==> src/rtl/ws2812_frame_sender_if.sv <==
// ws2812_frame_sender_if: control, pixel-read and strip-output signals between the frame buffer side and the sender.
interface ws2812_frame_sender_if #(
  parameter int MAX_LEDS = 64,
  parameter int BITS_PER_LED = 24
);
  localparam int AW = $clog2(MAX_LEDS + 1);
  logic go;
  logic auto_refresh;
  logic [AW-1:0] num_leds;
  logic pix_rd;
  logic [AW-1:0] pix_addr;
  logic [BITS_PER_LED-1:0] pix_data;
  logic ready;
  logic frame_done;
  logic data_out;
  modport master (
    output go, auto_refresh, num_leds, pix_data,
    input pix_rd, pix_addr, ready, frame_done, data_out
  );
  modport slave (
    input go, auto_refresh, num_leds, pix_data,
    output pix_rd, pix_addr, ready, frame_done, data_out
  );
endinterface

==> src/rtl/ws2812_frame_sender.sv <==
// ws2812_frame_sender: streams a per-LED pixel frame from an external buffer to a WS2812B strip as MSB-first NZR.
// Each LED's successor is prefetched during its last bit so bit periods stay contiguous across the whole frame.
module ws2812_frame_sender #(
  parameter int MAX_LEDS = 64,
  parameter int BITS_PER_LED = 24,
  parameter int TBIT_CYC = 125,
  parameter int T0H_CYC = 40,
  parameter int T1H_CYC = 80,
  parameter int RESET_CYC = 30000
) (
  input logic clk,
  input logic rst_n,
  ws2812_frame_sender_if.slave bus
);
  localparam int AW = $clog2(MAX_LEDS + 1);
  localparam int TW = $clog2(TBIT_CYC);
  localparam int BW = $clog2(BITS_PER_LED);
  localparam int LW = $clog2(RESET_CYC + 1);
  localparam logic [AW-1:0] MAX_N = AW'(MAX_LEDS);
  typedef enum logic [1:0] {LATCH, IDLE, FETCH, SEND} state_t;
  state_t state_q, state_d;
  logic [TW-1:0] tcnt_q, tcnt_d;
  logic [BW-1:0] bcnt_q, bcnt_d;
  logic [AW-1:0] led_q, led_d, n_q, n_d, addr_q, addr_d, n_in;
  logic [LW-1:0] lcnt_q, lcnt_d;
  logic [BITS_PER_LED-1:0] shift_q, shift_d, nxt_q, nxt_d;
  logic rd_q, rd_d, rd_dly_q, first_q, first_d, por_q, por_d;
  logic ready_q, ready_d, done_q, done_d, dout_q, dout_d;
  logic bit_end, led_end, frame_end, latch_end, start;
  assign n_in = (bus.num_leds > MAX_N) ? MAX_N : bus.num_leds;
  assign bit_end = tcnt_q == TW'(TBIT_CYC - 1);
  assign led_end = bit_end && bcnt_q == BW'(BITS_PER_LED - 1);
  assign frame_end = led_end && led_q == n_q - 1'b1;
  assign latch_end = lcnt_q == LW'(RESET_CYC - 1);
  always_comb begin
    state_d = state_q;
    tcnt_d = tcnt_q;
    bcnt_d = bcnt_q;
    led_d = led_q;
    n_d = n_q;
    addr_d = addr_q;
    lcnt_d = lcnt_q;
    shift_d = shift_q;
    nxt_d = nxt_q;
    por_d = por_q;
    ready_d = ready_q;
    rd_d = 1'b0;
    done_d = 1'b0;
    first_d = state_q == FETCH;
    start = 1'b0;
    unique case (state_q)
      LATCH: begin
        lcnt_d = lcnt_q + 1'b1;
        done_d = !por_q && lcnt_q == LW'(RESET_CYC - 2);
        if (latch_end) begin
          lcnt_d = '0;
          por_d = 1'b0;
          state_d = IDLE;
          ready_d = 1'b1;
          start = !por_q && bus.auto_refresh;
        end
      end
      IDLE: start = bus.go;
      FETCH: begin
        state_d = SEND;
        tcnt_d = '0;
        bcnt_d = '0;
        led_d = '0;
      end
      SEND: begin
        // first pixel arrives one clock into its first bit; its high phase is common to both symbols
        if (first_q) shift_d = bus.pix_data;
        tcnt_d = bit_end ? '0 : tcnt_q + 1'b1;
        if (bit_end) begin
          bcnt_d = led_end ? '0 : bcnt_q + 1'b1;
          shift_d = led_end ? nxt_q : shift_q << 1;
          led_d = led_end ? led_q + 1'b1 : led_q;
        end
        if (frame_end) begin
          state_d = LATCH;
          lcnt_d = '0;
        end
      end
    endcase
    if (start) begin
      n_d = n_in;
      ready_d = 1'b0;
      addr_d = '0;
      lcnt_d = '0;
      state_d = (n_in == '0) ? LATCH : FETCH;
      rd_d = n_in != '0;
    end
    if (state_d == SEND && tcnt_d == '0 && bcnt_d == BW'(BITS_PER_LED - 1) && led_d != n_q - 1'b1) begin
      rd_d = 1'b1;
      addr_d = led_d + 1'b1;
    end
    if (rd_dly_q && !first_q) nxt_d = bus.pix_data;
    dout_d = state_d == SEND && tcnt_d < (shift_d[BITS_PER_LED-1] ? TW'(T1H_CYC) : TW'(T0H_CYC));
  end
  always_ff @(posedge clk or negedge rst_n) begin
    if (!rst_n) begin
      state_q <= LATCH;
      tcnt_q <= '0;
      bcnt_q <= '0;
      led_q <= '0;
      n_q <= '0;
      addr_q <= '0;
      lcnt_q <= '0;
      shift_q <= '0;
      nxt_q <= '0;
      rd_q <= 1'b0;
      rd_dly_q <= 1'b0;
      first_q <= 1'b0;
      por_q <= 1'b1;
      ready_q <= 1'b0;
      done_q <= 1'b0;
      dout_q <= 1'b0;
    end else begin
      state_q <= state_d;
      tcnt_q <= tcnt_d;
      bcnt_q <= bcnt_d;
      led_q <= led_d;
      n_q <= n_d;
      addr_q <= addr_d;
      lcnt_q <= lcnt_d;
      shift_q <= shift_d;
      nxt_q <= nxt_d;
      rd_q <= rd_d;
      rd_dly_q <= rd_q;
      first_q <= first_d;
      por_q <= por_d;
      ready_q <= ready_d;
      done_q <= done_d;
      dout_q <= dout_d;
    end
  end
  assign bus.pix_rd = rd_q;
  assign bus.pix_addr = addr_q;
  assign bus.ready = ready_q;
  assign bus.frame_done = done_q;
  assign bus.data_out = dout_q;
endmodule

==> src/flat_wrapper.sv <==
// flat-port wrapper written by rule: the top's interface ports become plain ports
module ws2812_frame_sender_flat 
#(
  parameter int MAX_LEDS = 64,
  parameter int BITS_PER_LED = 24,
  parameter int TBIT_CYC = 125,
  parameter int T0H_CYC = 40,
  parameter int T1H_CYC = 80,
  parameter int RESET_CYC = 30000
)
  (clk, rst_n, bus_go, bus_auto_refresh, bus_num_leds, bus_pix_data, bus_pix_rd, bus_pix_addr, bus_ready, bus_frame_done, bus_data_out);
  ws2812_frame_sender_if #(.MAX_LEDS(MAX_LEDS), .BITS_PER_LED(BITS_PER_LED)) bus_i ();
  input logic clk;
  input logic rst_n;
  input wire logic [$bits(bus_i.go)-1:0] bus_go;
  input wire logic [$bits(bus_i.auto_refresh)-1:0] bus_auto_refresh;
  input wire logic [$bits(bus_i.num_leds)-1:0] bus_num_leds;
  input wire logic [$bits(bus_i.pix_data)-1:0] bus_pix_data;
  output wire logic [$bits(bus_i.pix_rd)-1:0] bus_pix_rd;
  output wire logic [$bits(bus_i.pix_addr)-1:0] bus_pix_addr;
  output wire logic [$bits(bus_i.ready)-1:0] bus_ready;
  output wire logic [$bits(bus_i.frame_done)-1:0] bus_frame_done;
  output wire logic [$bits(bus_i.data_out)-1:0] bus_data_out;
  assign bus_i.go = bus_go;
  assign bus_i.auto_refresh = bus_auto_refresh;
  assign bus_i.num_leds = bus_num_leds;
  assign bus_i.pix_data = bus_pix_data;
  assign bus_pix_rd = bus_i.pix_rd;
  assign bus_pix_addr = bus_i.pix_addr;
  assign bus_ready = bus_i.ready;
  assign bus_frame_done = bus_i.frame_done;
  assign bus_data_out = bus_i.data_out;
  ws2812_frame_sender #(.MAX_LEDS(MAX_LEDS), .BITS_PER_LED(BITS_PER_LED), .TBIT_CYC(TBIT_CYC), .T0H_CYC(T0H_CYC), .T1H_CYC(T1H_CYC), .RESET_CYC(RESET_CYC)) u_core (.clk(clk), .rst_n(rst_n), .bus(bus_i));
endmodule
==> config.mk <==
export PLATFORM = sky130hd
export DESIGN_NAME = ws2812_frame_sender_flat
export DESIGN_NICKNAME = d
export VERILOG_FILES = /design/src/rtl/ws2812_frame_sender_if.sv /design/src/rtl/ws2812_frame_sender.sv /design/src/flat_wrapper.sv
export SDC_FILE = /design/constraint.sdc
export NUM_CORES = 1
export LEC_CHECK = 0
export CAP_MARGIN = 0
export CORE_ASPECT_RATIO = 0.9
export CORE_MARGIN = 2
export CORE_UTILIZATION = 59
export CTS_BUF_LIST = sky130_fd_sc_hd__clkbuf_8 sky130_fd_sc_hd__clkbuf_16
export CTS_CLUSTER_SIZE = 10
export DETAILED_ROUTE_END_ITERATION = 16
export PLACE_DENSITY = 0.78
export SYNTH_ARGS = -nofsm -noshare
export SYNTH_HDL_FRONTEND = slang
export SYNTH_SLANG_ARGS = --single-unit
==> constraint.sdc <==
create_clock -name clk -period 4.25 [get_ports clk]
set_clock_uncertainty 0.2 [all_clocks]
set_input_delay 0.6375 -clock clk [delete_from_list [all_inputs] [get_ports clk]]
set_output_delay 0.6375 -clock clk [all_outputs]
set_load 0.05 [all_outputs]
==> flow_summary.yaml <==
logic_synthesis:
  synth_area_leaders: "dfrtp_1, nand2_1, mux2_2"
  yosys_warnings: 0
  synth_cell_types: 75
  syn_area_um2: 5990
  async_flop_share_pct: 100
  synth_seq_cells: 105
  ys_seq_area_share_pct: 43.9
  synth_top_area_share_pct: 43.4
  ys.flop_type: "dfrtp_1"
  yosys.area.top_type: "dfrtp_1"
  synthCells: 638
  synth_edf_count: 0
  syn_area_per_cell_um2: 9.39
  syn-num-nets: 689
detailed_routing:
  viasPerCell: 6.02
  vias: 4813
  wl_per_cell_um: 17.3
  antenna_left: 0
  dr.first_iter.drc_count: 329
  finalWirelength_um: 13900
  drc: 0
  first_pass_iters: 5
global_routing:
  grt_usage_pct: 27.1
  antenna_found_initial: 0
  grt.overflow.total: 0
  grt_pass1_vias: 4804
  grt_start_max_net_pins: 80
  grt_pass1_wl_um: 23200
placement:
  gp_congestion: 0.881
  dpl-instance-area_um2: 6510
  portBuffers: 45
  dp.final_hpwl_um: 9430
sta:
  period_needed_ps: 3630
  slew_viol_final: 0
  hold_violations: 0
  setup_viol: 0
  max_freq_mhz: 275
  rsz0062_at_grt: "false"
  fin_crit_sh_pct: 85.5
  setup_tns_ps: 0
  tightestPinTransition_ps: 1110
  slew_headroom_pct: 25.4
finish:
  layout_common_cells: "nand2_1, dfrtp_1, o21ai_0"
  fillers: 758
  nNetsFinal: 719
  mostFrequentLayoutCell: "nand2_1"
  syn_to_final_growth_pct: 13.6
  final_layout_size_suffix_gt1_share_pct: 11.9
  diodes: 0
  fin_area_um2: 6810
floorplan:
  die_area_um2: 11000
  core.rowCount: 34
  ioPinCount: 46
  core_um2: 9780
  start_util_pct: 61.3
  die_h_um: 99.6
  die_x_um: 110
clock_network:
  clk_pin_slew_ps: 70
  cts_tree: "yes"
  clockBufferDepth: 2
  cts.sinks: 105
  cts_buffers: 9
  hold_buffers: 0
  htree_levels: 3
  cts-root-buf: "clkbuf_16"
  cts_resized: 0
  insertion_delay_ps: 360
  post_cts.repair.setup_buffers: 0
flow_run:
  max-cap-violations: 0
status:
  status: "finished clean"
worst_setup_path:
  critPathMaxFanout: 8
  setup.worst_path.start_class: "flip-flop"
  crit_required_ps: 4320
  cp-end-kind: "flip-flop"
  crit_type: "reg -> reg"
  cp.arrival_ps: 3710
power:
  leakage_uw: 0.00297
  cellPowerDensity_nw_per_um2: 560
  p_total_uw: 3810
  worst_ir_drop_vdd_uv: 369
min_path:
  hold_path.class: "in -> async"
==> worst max-delay path, stage by stage, from the launching register on <==
cell       delay [ps]
dfrtp_1           420
inv_1             110
ha_1              260
nor3b_2           410
mux2i_1           240
nor3_1             60
o31a_1            250
o2111ai_1         390
a41oi_2           230
nor4_4            700
mux2i_1           270
==> logic make-up after synthesis <==
family / share of synthesized area [%]
multiplexers: 7.54
flip-flops: 43.9
AO/OA/AOI/OAI: 15.7
XOR/XNOR: 3.34
adder cells (fa/ha/maj): 3.53
buffers and inverters: 3.82
AND/OR/NAND/NOR: 22.2
==> stage by stage <==
step / hold WS, ps / util (%) / cells / setup slack [ps]
2_1_floorplan: 142 / - / 638 / 1180
3_3_place_gp: 233 / 66.5 / 783 / 789
3_5_place_dp: 230 / 66.5 / 783 / 664
4_1_cts: 257 / 69.6 / 799 / 630
5_1_grt: 269 / 69.6 / 799 / 310
6_report: 249 / 69.6 / 799 / 616
==> area by class of cell <==
type | instances | area (µm²) | area share, %
flip-flops and latches | 105 | 2630 | 38.6
multi-input cells | 480 | 3140 | 46.1
well taps | 126 | 158 | 2.32
inverters | 18 | 67.6 | 0.992
clock buffers | 9 | 225 | 3.31
clock inverters | 7 | 71.3 | 1.05
repair buffers | 54 | 515 | 7.57
==> registers in the layout, summed over array words and instances (netlist names) <==
name / count
u_core.first_q: 1
u_core.rd_dly_q: 1
u_core.shift_q: 24
u_core.bus.pix_rd: 1
u_core.tcnt_q: 7
u_core.bus.frame_done: 1
u_core.n_q: 7
u_core.bus.pix_addr: 7
u_core.lcnt_q: 15
u_core.bcnt_q: 5
u_core.led_q: 7
u_core.por_q: 1
u_core.bus.data_out: 1
u_core.state_q: 2
u_core.bus.ready: 1
u_core.nxt_q: 24
==> cell usage after synthesis (4+ instances only) <==
| library cell | count |
|---|---|
| a21oi_1 | 48 |
| nor3_1 | 9 |
| and3_1 | 11 |
| nor4_1 | 6 |
| nand2_1 | 116 |
| clkbuf_1 | 24 |
| dfrtp_1 | 104 |
| nand2b_1 | 12 |
| nand3_1 | 17 |
| nor2_1 | 22 |
| xnor2_1 | 11 |
| inv_1 | 17 |
| o21ai_0 | 57 |
| mux2_2 | 26 |
| mux2i_1 | 13 |
| a31oi_1 | 8 |
| o21a_1 | 4 |
| nor2b_1 | 4 |
| buf_2 | 5 |
| nand4_1 | 9 |
| or2_2 | 4 |
| o31ai_1 | 9 |
| ha_1 | 16 |
| xor2_1 | 10 |
==> power breakdown <==
group	switching, µW	internal, µW	total (µW)
logic	828	599	1430
clock network	383	457	840
registers	236	1310	1550
==> layer usage <==
| metal | part of all wire [%] | track usage, % | wire length, µm |
|---|---|---|---|
| met5 | 0 | 0 | 0 |
| met2 | 47 | 42.3 | 6550 |
| met3 | 4.8 | 6.55 | 672 |
| met1 | 46 | 37.4 | 6400 |
| met4 | 1.7 | 8.75 | 237 |
==> path summary, 6_finish.rpt <==
check,from,cells after the start,slack (ps),end
setup reg to reg,u_core.n_q[0],10,620,u_core.bus.pix_addr[5]
min in group clk,u_core.bus.pix_rd,0,260,u_core.rd_dly_q
setup / recovery,u_core.n_q[0],10,620,u_core.bus.pix_addr[5]
hold reg to reg,u_core.bus.pix_rd,0,260,u_core.rd_dly_q
max in group asynchronous,rst_n,2,2650,u_core.nxt_q[3]
hold / removal,rst_n,1,250,u_core.tcnt_q[1]
Power figures use the tool's default switching activity.
